[src/rtl/keypad_entry_if.sv]
// keypad_entry_if: bundles the keypad scanner bitmap, sample enable and the
// entry/display results. The scanner side uses the master modport, the entry
// logic uses the slave modport.
interface keypad_entry_if;
    logic        en;
    logic [9:0]  numbers;
    logic        asterisk;
    logic        hash;
    logic [15:0] hexx;
    logic [3:0]  mask;
    logic        full;
    logic [15:0] value;
    logic        valid;

    modport master (
        output en, numbers, asterisk, hash,
        input  hexx, mask, full, value, valid
    );

    modport slave (
        input  en, numbers, asterisk, hash,
        output hexx, mask, full, value, valid
    );
endinterface

[src/rtl/keypad_entry.sv]
// keypad_entry: debounces the 12-key scanner bitmap, accepts single-key
// presses and assembles up to four BCD digits into an edit buffer that also
// feeds the 7-segment display. '#' commits the buffer as a one-cycle valid
// value; '*' clears the buffer.
// Build option: define KEYPAD_ENTRY_BACKSPACE_EN to turn '*' into a
// backspace that drops only the most recent digit.
//
// state | meaning
// IDLE  | no key accepted; waiting for a single-key pattern
// DEB   | candidate key latched; counting identical samples
// HELD  | key accepted and its action done; waiting for all keys up
// REL   | all keys up; counting release samples before re-arming
module keypad_entry #(
    parameter int unsigned DEBOUNCE_CYCLES = 4
) (
    input  logic           clk,
    input  logic           rst,
    keypad_entry_if.slave  bus
);

    typedef enum logic [1:0] {
        IDLE = 2'd0,
        DEB  = 2'd1,
        HELD = 2'd2,
        REL  = 2'd3
    } state_t;

    // cnt already holds the samples seen, so the accepting edge is the one
    // where cnt has reached DEBOUNCE_CYCLES-1.
    localparam logic [7:0] CNT_LAST = 8'(DEBOUNCE_CYCLES - 1);

    state_t      state;
    logic [11:0] key;
    logic [7:0]  cnt;
    logic [15:0] hexx_r;
    logic [2:0]  count;
    logic [3:0]  mask_r;
    logic        full_r;
    logic [15:0] value_r;
    logic        valid_r;

    logic [11:0] k;
    logic        single;
    logic        none;

    // Lowest set bit position of the digit field; only used on one-hot keys.
    function automatic logic [3:0] digit_of(input logic [9:0] n);
        logic [3:0] d;
        d = 4'd0;
        for (int i = 9; i >= 0; i--) begin
            if (n[i]) d = 4'(i);
        end
        return d;
    endfunction

    // Thermometer mask for the number of digits held.
    function automatic logic [3:0] mask_of(input logic [2:0] c);
        logic [3:0] m;
        case (c)
            3'd0:    m = 4'b0000;
            3'd1:    m = 4'b0001;
            3'd2:    m = 4'b0011;
            3'd3:    m = 4'b0111;
            default: m = 4'b1111;
        endcase
        return m;
    endfunction

    // Decode the raw bitmap into single-key / no-key qualifiers.
    always_comb begin
        k      = {bus.hash, bus.asterisk, bus.numbers};
        single = $onehot(k);
        none   = (k == 12'd0);
    end

    // Debounce FSM plus edit buffer; the key action fires on the accepting
    // DEB edge so every output is a register.
    always_ff @(posedge clk) begin
        if (rst) begin
            state   <= IDLE;
            key     <= 12'd0;
            cnt     <= 8'd0;
            hexx_r  <= 16'd0;
            count   <= 3'd0;
            mask_r  <= 4'd0;
            full_r  <= 1'b0;
            value_r <= 16'd0;
            valid_r <= 1'b0;
        end else begin
            valid_r <= 1'b0;
            if (bus.en) begin
                case (state)
                    IDLE: begin
                        if (single) begin
                            key   <= k;
                            cnt   <= 8'd1;
                            state <= DEB;
                        end
                    end
                    DEB: begin
                        if (k != key) begin
                            state <= IDLE;
                        end else begin
                            cnt <= cnt + 8'd1;
                            if (cnt == CNT_LAST) begin
                                state <= HELD;
                                if (key[11]) begin
                                    // Commit; an empty buffer yields no pulse.
                                    if (count != 3'd0) begin
                                        value_r <= hexx_r;
                                        valid_r <= 1'b1;
                                        hexx_r  <= 16'd0;
                                        count   <= 3'd0;
                                        mask_r  <= 4'b0000;
                                        full_r  <= 1'b0;
                                    end
                                end else if (key[10]) begin
`ifdef KEYPAD_ENTRY_BACKSPACE_EN
                                    if (count != 3'd0) begin
                                        hexx_r <= {4'h0, hexx_r[15:4]};
                                        count  <= count - 3'd1;
                                        mask_r <= mask_of(count - 3'd1);
                                        full_r <= 1'b0;
                                    end
`else
                                    hexx_r <= 16'd0;
                                    count  <= 3'd0;
                                    mask_r <= 4'b0000;
                                    full_r <= 1'b0;
`endif
                                end else if (count != 3'd4) begin
                                    hexx_r <= {hexx_r[11:0], digit_of(key[9:0])};
                                    count  <= count + 3'd1;
                                    mask_r <= mask_of(count + 3'd1);
                                    full_r <= (count == 3'd3);
                                end
                            end
                        end
                    end
                    HELD: begin
                        if (none) begin
                            cnt   <= 8'd1;
                            state <= REL;
                        end
                    end
                    REL: begin
                        if (!none) begin
                            state <= HELD;
                        end else begin
                            cnt <= cnt + 8'd1;
                            if (cnt == CNT_LAST) begin
                                state <= IDLE;
                            end
                        end
                    end
                    default: state <= IDLE;
                endcase
            end
        end
    end

    assign bus.hexx  = hexx_r;
    assign bus.mask  = mask_r;
    assign bus.full  = full_r;
    assign bus.value = value_r;
    assign bus.valid = valid_r;

endmodule

[src/flat_wrapper.sv]
// flat-port wrapper written by rule: the top's interface ports become plain ports
module keypad_entry_flat 
#(
    parameter int unsigned DEBOUNCE_CYCLES = 4
)
  (clk, rst, bus_en, bus_numbers, bus_asterisk, bus_hash, bus_hexx, bus_mask, bus_full, bus_value, bus_valid);
  keypad_entry_if bus_i ();
  input  logic clk;
  input  logic rst;
  input wire logic [$bits(bus_i.en)-1:0] bus_en;
  input wire logic [$bits(bus_i.numbers)-1:0] bus_numbers;
  input wire logic [$bits(bus_i.asterisk)-1:0] bus_asterisk;
  input wire logic [$bits(bus_i.hash)-1:0] bus_hash;
  output wire logic [$bits(bus_i.hexx)-1:0] bus_hexx;
  output wire logic [$bits(bus_i.mask)-1:0] bus_mask;
  output wire logic [$bits(bus_i.full)-1:0] bus_full;
  output wire logic [$bits(bus_i.value)-1:0] bus_value;
  output wire logic [$bits(bus_i.valid)-1:0] bus_valid;
  assign bus_i.en = bus_en;
  assign bus_i.numbers = bus_numbers;
  assign bus_i.asterisk = bus_asterisk;
  assign bus_i.hash = bus_hash;
  assign bus_hexx = bus_i.hexx;
  assign bus_mask = bus_i.mask;
  assign bus_full = bus_i.full;
  assign bus_value = bus_i.value;
  assign bus_valid = bus_i.valid;
  keypad_entry #(.DEBOUNCE_CYCLES(DEBOUNCE_CYCLES)) u_core (.clk(clk), .rst(rst), .bus(bus_i));
endmodule
[config.mk]
export PLATFORM = sky130hd
export DESIGN_NAME = keypad_entry_flat
export DESIGN_NICKNAME = d
export VERILOG_FILES = /design/src/rtl/keypad_entry_if.sv /design/src/rtl/keypad_entry.sv /design/src/flat_wrapper.sv
export SDC_FILE = /design/constraint.sdc
export NUM_CORES = 1
export LEC_CHECK = 0
export BUFFER_PORTS_ARGS = -buffer_cell sky130_fd_sc_hd__clkbuf_2
export CAP_MARGIN = 15
export CORE_MARGIN = 3
export CORE_UTILIZATION = 45
export CTS_CLUSTER_DIAMETER = 120
export DETAILED_ROUTE_END_ITERATION = 16
export PLACE_DENSITY_LB_ADDON = 0.12
export SETUP_SLACK_MARGIN = 0.3
export SYNTH_ARGS = -nofsm -noshare
export SYNTH_HDL_FRONTEND = slang
export SYNTH_SLANG_ARGS = --single-unit
[constraint.sdc]
create_clock -name clk -period 3.7 [get_ports clk]
set_input_delay 0.185 -clock clk [delete_from_list [all_inputs] [get_ports clk]]
set_output_delay 0.185 -clock clk [all_outputs]
set_load 0.02 [all_outputs]
Word level (Yosys, flattened, before mapping)
Cells that the tools add are included.
{ "classes": {"n_addsub": 13, "mul": 0, "div_mod_pow": 0, "magnitude_cmp": 0, "n_eq_ne": 18, "shifts": 0, "n_mux": 40, "bitwise_logic": 5, "n_reduce_logical": 11} }
{ "ops": {"columns": ["operator", "n"], "rows": [
  ["$mux W16", 4],
  ["$mux W4", 14],
  ["$mux W8", 4],
  ["$pmux W8 S4", 1],
  ["$add A4 B4 Y4", 5],
  ["$pmux W4 S4", 1],
  ["$add A1 B1 Y2", 6],
  ["$logic_not A12 Y1", 1],
  ["$mux W2", 6],
  ["$mux W3", 4],
  ["$ne A12 B12 Y1", 1],
  ["$reduce_and A6 Y1", 2],
  ["$reduce_and A5 Y1", 2],
  ["$eq A3 B2 Y1 const B", 3],
  ["$add A8 B1 Y8 const B", 1],
  ["$eq A8 B2 Y1 const B", 1],
  ["$pmux W2 S4", 1],
  ["$ne A2 B1 Y1 const B", 3],
  ["$ne A3 B3 Y1 const B", 2],
  ["$reduce_bool A3 Y1", 2],
  ["$reduce_or A6 Y1", 1],
  ["$mux W1", 5],
  ["$not A1 Y1", 5],
  ["$eq A2 B2 Y1 const B", 2],
  ["9 further kinds", 10]
]} }
{ "word_totals": {"regBits": 63, "latchBits": 0, "mem_bits_rw": 0, "rom_bits": 0, "inputBits": 15, "output_inout_bits": 38, "word_cells": 96, "mem_count": 0} }

Logic depth before layout (Yosys ltp)
Gate-level depths: netlist of run 1.
{ "logic_depth": {"ltp_word": 13, "mapped_depth": 16, "depth_no_buf": 15} }

Least setup slack after synthesis of run 1
No wires, ideal clock.
{ "synth_path": {"path_kind": "in2reg", "start": "input port bus_numbers[0]", "end": "register u_core.key[8]", "setup_time_ps": 128, "arrival_ps": 3914, "t_required_ps": 3572, "slack_ps": -341, "path_stages": 16, "path_buffers": 1, "path_cell_list": "inv_1 ha_1 inv_1 fa_1 fa_1 inv_1 fa_1 ha_1 inv_1 fa_1 and4b_1 nand4_1 a211o_1 buf_1 mux2i_1 nor2_1"} }
{ "synth_between": {"elab_chain_len": 6} }
{ "synth_rtl": {"columns": ["item", "line", "text"], "rows": [
  ["from (decl)", "flat_wrapper.sv:11", "input wire logic [$bits(bus_i.numbers)-1:0] bus_numbers;"],
  ["$add A1 B1 Y2 (implied by the code)", "keypad_entry.sv:72", "single = $onehot(k);"],
  ["$add A4 B4 Y4 (implied by the code) (3 in a row)", "keypad_entry.sv:72", null],
  ["$eq A4 B1 Y1", "keypad_entry.sv:72", null],
  ["$reduce_and A3 Y1 (no line)", null, null],
  ["to (signal assigned)", "keypad_entry.sv:95", "key <= k;"],
  ["to (decl)", "keypad_entry.sv:33", "logic [11:0] key;"]
]} }
Every way passes these cells.
A chain may end at the register's enable or synchronous reset.

Worst setup path after layout of run 1
{ "layout_path": {"start": "input port bus_numbers[4]", "end": "register u_core.key[11]"} }
Same word-level chain as after synthesis.

==> metrics, run 1 <==
outcome=finished, violations left; failing checks=setup timing; synth unique cells=53; vias in the first global route=around 3100; largest area contributor in the netlist=dfxtp_1; Min-Delay Path Depth=3; Seq/Total Area, Yosys=a little over a third; Mean Syn Cell Area=8.43 um^2; register area=about 1300 um^2; port buffer count=52; Pins Over Slew Limit=0; DR vias/cell=about 5.7; final count of hold timing violations=0; leading post-synthesis cells by cell area=dfxtp_1 (35%), ha_1 (8.0%), a21oi_1 (6.0%); ys flop type=dfxtp_1; layout filler cell count=740; Pwr Total=2.08 mW; relative slew slack=21.4%; Max Root-Sink Buffers=2; Cells after Synth=around 430; CP max FO=12; post-layout net count=~530; Register-to-Register Path Depth=6; most common cell in the netlist=dfxtp_1; gpl congestion=~0.78; MaxCap Viol Count=0; Lkg Pwr=~1.8 nW; DIE WIDTH=approximately 96 um; Sink Count=63; gr ovfl total=0; first-pass GRT wire length=15500 um; portion of total power attributed to sequential cells=between 30% and 40%; CP Class=in -> reg; Pre-antenna DRT Iters=4; routed via count=around 3400; crit start category=input pin; combinational cell fraction of total power=between 30% and 40%; CTS root buffer=clkbuf_8; final period utilization=100%; Synth Cell Area=3610 um^2; Hold Path Class=in -> reg; largest net degree at the start of global routing=42; global-route usage over all layers=a little over a fifth; Final Worst Setup Slack=-0.0165 ns; die area=just over 9000 um^2; initial core utilization=a little under half; maximum VDD drop=230 uV; latest clock arrival within the worst-skew pair=0.34 ns; initial DRC count=150; fraction of layout cells with a size suffix above 1=24.8%; Net Count, Synth=between 400 and 500; n_diodes=0; area share of the largest cell type after synthesis=34.9%; DP Worst Slack=-0.481 ns; drt total wl=between 9000 and 10000 um; Setup violations, final=1; Post-synth EDFFs=0; design area=4490 um^2; Synth Register Bits=63; Layout area overhead=24.5%; row cnt=32; I/O Pins=between 50 and 60; f_max=between 200 and 300 MHz; internal power=1.34 mW; CP endpoint kind=flop; TritonCTS clock tree=done; CTS H-tree depth=3; Placement Cell Area=roughly 4000 um^2; minimum clock period=between 3 and 4 ns; initial antenna violation count=0; Final HPWL DP=about 6600 um; # DRC=0; Slew @ Worst Pin=around 1.2 ns; Reg clk slew, reported paths=~0.06 ns; Routed WL per cell=~16 um; Num CTS Buffers=9; CORE AREA=about 8000 um^2; Die H=between 90 and 100 um; RSZ-0062 raised after global routing=yes; hold_buf cts=0; Net Sw Frac=between 30 and 40%; Post-Route Skew=~0.015 ns; Post-synth top cells=dfxtp_1 (63), a21oi_1 (43), o21ai_0 (41); warnings from Yosys=0; PD cells=between 400 and 500 nW/um^2; CP required=roughly 3.9 ns; Critical Path AT=slightly below 4 ns; clock network power share=28.4%; post-route ant nets=0; Sw Pwr=roughly 0.74 mW; Async S/R FF share, synth=0%; area of the multi-input gates=about 2200 um^2
[stage by stage]
stage	std cells	TNS [ns]	util (%)	hold WS, ns
CTS	592	0	57.4	0.195
finish	593	-0.0165	57.8	0.205
floorplan	428	-1.95	-	0.329
global route	593	-1.62	57.8	0.201
detailed placement	573	-9.33	52.9	0.467
global placement	573	-7.68	52.9	0.457
[critical path, stage by stage]
cell and delay (ns):
clkbuf_16 0.12, inv_8 0.03, ha_4 0.25, inv_2 0.03
fa_1 0.48, fa_1 0.51, inv_2 0.04, fa_1 0.48
ha_2 0.18, inv_2 0.04, fa_2 0.53, nand4_1 0.08
a211o_1 0.27, a211o_1 0.30, buf_12 0.17, mux2i_2 0.19
nor2_1 0.05
[worst paths after layout]
kind | startpoint | slack, ns | endpoint
max | bus_numbers[4] | -0.02 | u_core.key[11]
min | bus_asterisk | 0.21 | u_core.key[10]
min reg2reg | u_core.bus.value[12] | 0.47 | u_core.bus.value[12]
max reg2reg | u_core.cnt[0] | 1.13 | u_core.bus.mask[1]
[state kept, by name, summed over array words and instances (netlist names)]
register          flops
u_core.bus.mask       4
u_core.state          2
u_core.bus.value     16
u_core.bus.hexx      16
u_core.cnt            8
u_core.bus.valid      1
u_core.key           12
u_core.bus.full       1
u_core.count          3
[kinds of logic after synthesis]
family / count (synthesis) / share of synthesized area, %
AOI/OAI and AO/OA: 111 / 17.6
xor gates and xnor gates: 14 / 3.60
adders and majority gates: 30 / 11.9
buffers and inverters: 66 / 7.28
DFF: 63 / 34.9
muxes: 15 / 4.16
and+or+nand+nor: 129 / 20.5
[layout by cell type, fill, tap and decap left out, drive strengths merged, types with 3 or more instances in the layout]
| master | instances |
|---|---|
| clkbuf | 62 |
| nand4 | 31 |
| inv | 39 |
| a21oi | 43 |
| nor3 | 3 |
| dfxtp | 63 |
| or4 | 4 |
| or2 | 3 |
| o311ai | 3 |
| nand3 | 27 |
| and3 | 3 |
| o31ai | 3 |
| nor2b | 3 |
| nor4 | 5 |
| a31oi | 4 |
| o21ai | 41 |
| mux2i | 15 |
| xnor2 | 13 |
| fa | 7 |
| ha | 23 |
| clkinv | 4 |
| nor2 | 21 |
| nand2 | 13 |
| buf | 22 |
| nor3b | 3 |
[final cells by class]
class                           count  area share (%)
Inverter                           39            3.59
Clock inverter                      6            1.36
Timing Repair Buffer               74            11.6
Clock buffer                       10            2.84
Sequential cell                    63            28.1
Multi-Input combinational cell    299            49.7
Tap cell                          102            2.84
[power groups by stage]
stage               clock [mW]  sequential [mW]  combinational (mW)
finish                   0.589            0.753               0.735
global route             0.639            0.758               0.808
CTS                      0.602            0.751               0.701
detailed placement           0            0.766               0.642
global placement             0            0.766               0.621
floorplan                    0            0.756               0.490
[layer usage]
| metal | share of wire (%) | GRT usage, % |
|---|---|---|
| met1 | 49 | 30.9 |
| met2 | 47 | 32.3 |
| met4 | 0.74 | 5.09 |
| met5 | 0 | 0 |
| met3 | 3.9 | 5.45 |
[timing repair]
item / in CTS / in global routing
resized for setup: 22 / 7
endpoints found under the setup margin: 22 / 22
pin swaps: 11 / 5
hold endpoints to repair: 0 / 0
setup buffers: 3 / 0
Note: power is estimated with default switching activity, not from simulation.
==> run 2, diff against run 1 <==
- CORE_UTILIZATION: 45 -> 40
- clock period: 3.7 -> 4.7 ns (I/O delays scaled with it)
==> metrics, run 2 (synthesized netlist as in run 1, its figures left out) <==
drt total wl=between 9000 and 10000 um; Fin Setup TNS=0 ns; gr ovfl total=0; DIE WIDTH=about 100 um; maximum VDD drop=around 230 uV; hold_buf cts=0; die area=slightly above 10000 um^2; CP required=roughly 4.9 ns; TritonCTS clock tree=done; Pre-antenna DRT Iters=4; first-pass GRT wire length=between 15000 and 20000 um; register area=approximately 1300 um^2; outcome=finished clean; vias in the first global route=3105; layout filler cell count=a little over 900; crit start category=input pin; PD cells=roughly 350 nW/um^2; Pins Over Slew Limit=0; area of the multi-input gates=2090 um^2; CTS H-tree depth=3; CP Class=in -> reg; RSZ-0062 raised after global routing=no; routed via count=3266; largest net degree at the start of global routing=65; f_max=between 200 and 250 MHz; minimum clock period=4.08 ns; initial antenna violation count=0; Setup violations, final=0; Critical Path AT=4.27 ns; Post-Route Skew=0.00780 ns; # DRC=0; most frequent cells in the layout=dfxtp_1 (63), clkbuf_2 (52), a21oi_1 (43), o21ai_0 (41), inv_1 (39); CP max FO=12; CTS root buffer=clkbuf_8; Slew @ Worst Pin=0.955 ns; latest clock arrival within the worst-skew pair=0.34 ns; Layout area overhead=13.0%; gpl congestion=roughly 0.85; Die H=roughly 100 um; Max Root-Sink Buffers=2; CP endpoint kind=flop; n_diodes=0; Final HPWL DP=approximately 6400 um; relative slew slack=36.3%; initial core utilization=roughly two fifths; final period utilization=86.7%; Lkg Pwr=between 1.5 and 2 nW; design area=between 4000 and 5000 um^2; initial DRC count=204; post-route ant nets=0; Placement Cell Area=between 3000 and 4000 um^2; Routed WL per cell=~16 um; global-route usage over all layers=roughly 19%; post-layout net count=512; Core Util, Final=between 40% and 50%; Num CTS Buffers=9; port buffer count=52; final count of hold timing violations=0; Hold Path Class=in -> reg; DR vias/cell=5.63; I/O Pins=53; post-cts sizing count=0; fraction of layout cells with a size suffix above 1=approximately 16%; Sink Count=63; CORE AREA=a little under 9000 um^2; row cnt=34; postcts setup bufs=0; most common cell after layout, fill and taps aside=dfxtp_1; MaxCap Viol Count=0; Reg clk slew, reported paths=0.07 ns
## run 2: changes by cell type in the layout (fill, tap and decap cells not counted), sizes merged
cell	before	now
buf	22	3
bufinv	1	0
clkbuf	62	64
clkinv	4	3
## run 2: critical path: stages
cell and delay [ns]:
clkbuf_2 0.14, inv_1 0.06, ha_1 0.28, inv_1 0.08, fa_1 0.44, fa_1 0.51, inv_1 0.05, fa_1 0.50
ha_1 0.16, inv_1 0.05, fa_1 0.50, and4b_1 0.20, nand4_1 0.16, a211o_1 0.59, mux2i_1 0.25, nor2_1 0.05
## run 2: power breakdown
| part | switching (mW) | internal, mW |
|---|---|---|
| clock | 0.207 | 0.189 |
| sequential | 0.0526 | 0.561 |
| combinational | 0.255 | 0.169 |
## run 2: cell type report
type	count	area share [%]
multi-input combinational	299	51.4
sequential	63	30.9
timing repair buffer	55	6.93
inverter	39	3.59
clock buffer	12	3.31
tap	108	3.31
clock inverter	4	0.552
## run 2: routing by layer
layer	wire, um	global-route usage, %	vias to the layer above
met3	425	3.81	5
met2	4290	29.0	69
li1	-	-	1624
met4	76	5.52	0
met1	4590	28.0	1568
met5	0	0	-
## run 2: through the flow
| stage | total power [mW] | cells | hold slack [ns] | worst slack, ns |
|---|---|---|---|---|
| 2_1_floorplan | 0.945 | 428 | 0.379 | 0.609 |
| 3_3_place_gp | 1.04 | 564 | 0.459 | 0.413 |
| 3_5_place_dp | 1.05 | 564 | 0.467 | 0.251 |
| 4_1_cts | 1.45 | 580 | 0.183 | 0.633 |
| 5_1_grt | 1.53 | 580 | 0.200 | 0.437 |
| 6_report | 1.43 | 580 | 0.199 | 0.625 |
## run 2: final timing paths
| kind | start | endpoint | slack (ns) | depth (start not counted) |
|---|---|---|---|---|
| worst max-delay path | bus_numbers[4] | u_core.key[5] | 0.62 | 16 |
| worst min-delay path | bus_numbers[2] | u_core.key[2] | 0.20 | 3 |
| worst max register to register | u_core.state[0] | u_core.bus.mask[1] | 1.98 | 5 |
| worst min register to register | u_core.bus.value[0] | u_core.bus.value[0] | 0.47 | 2 |
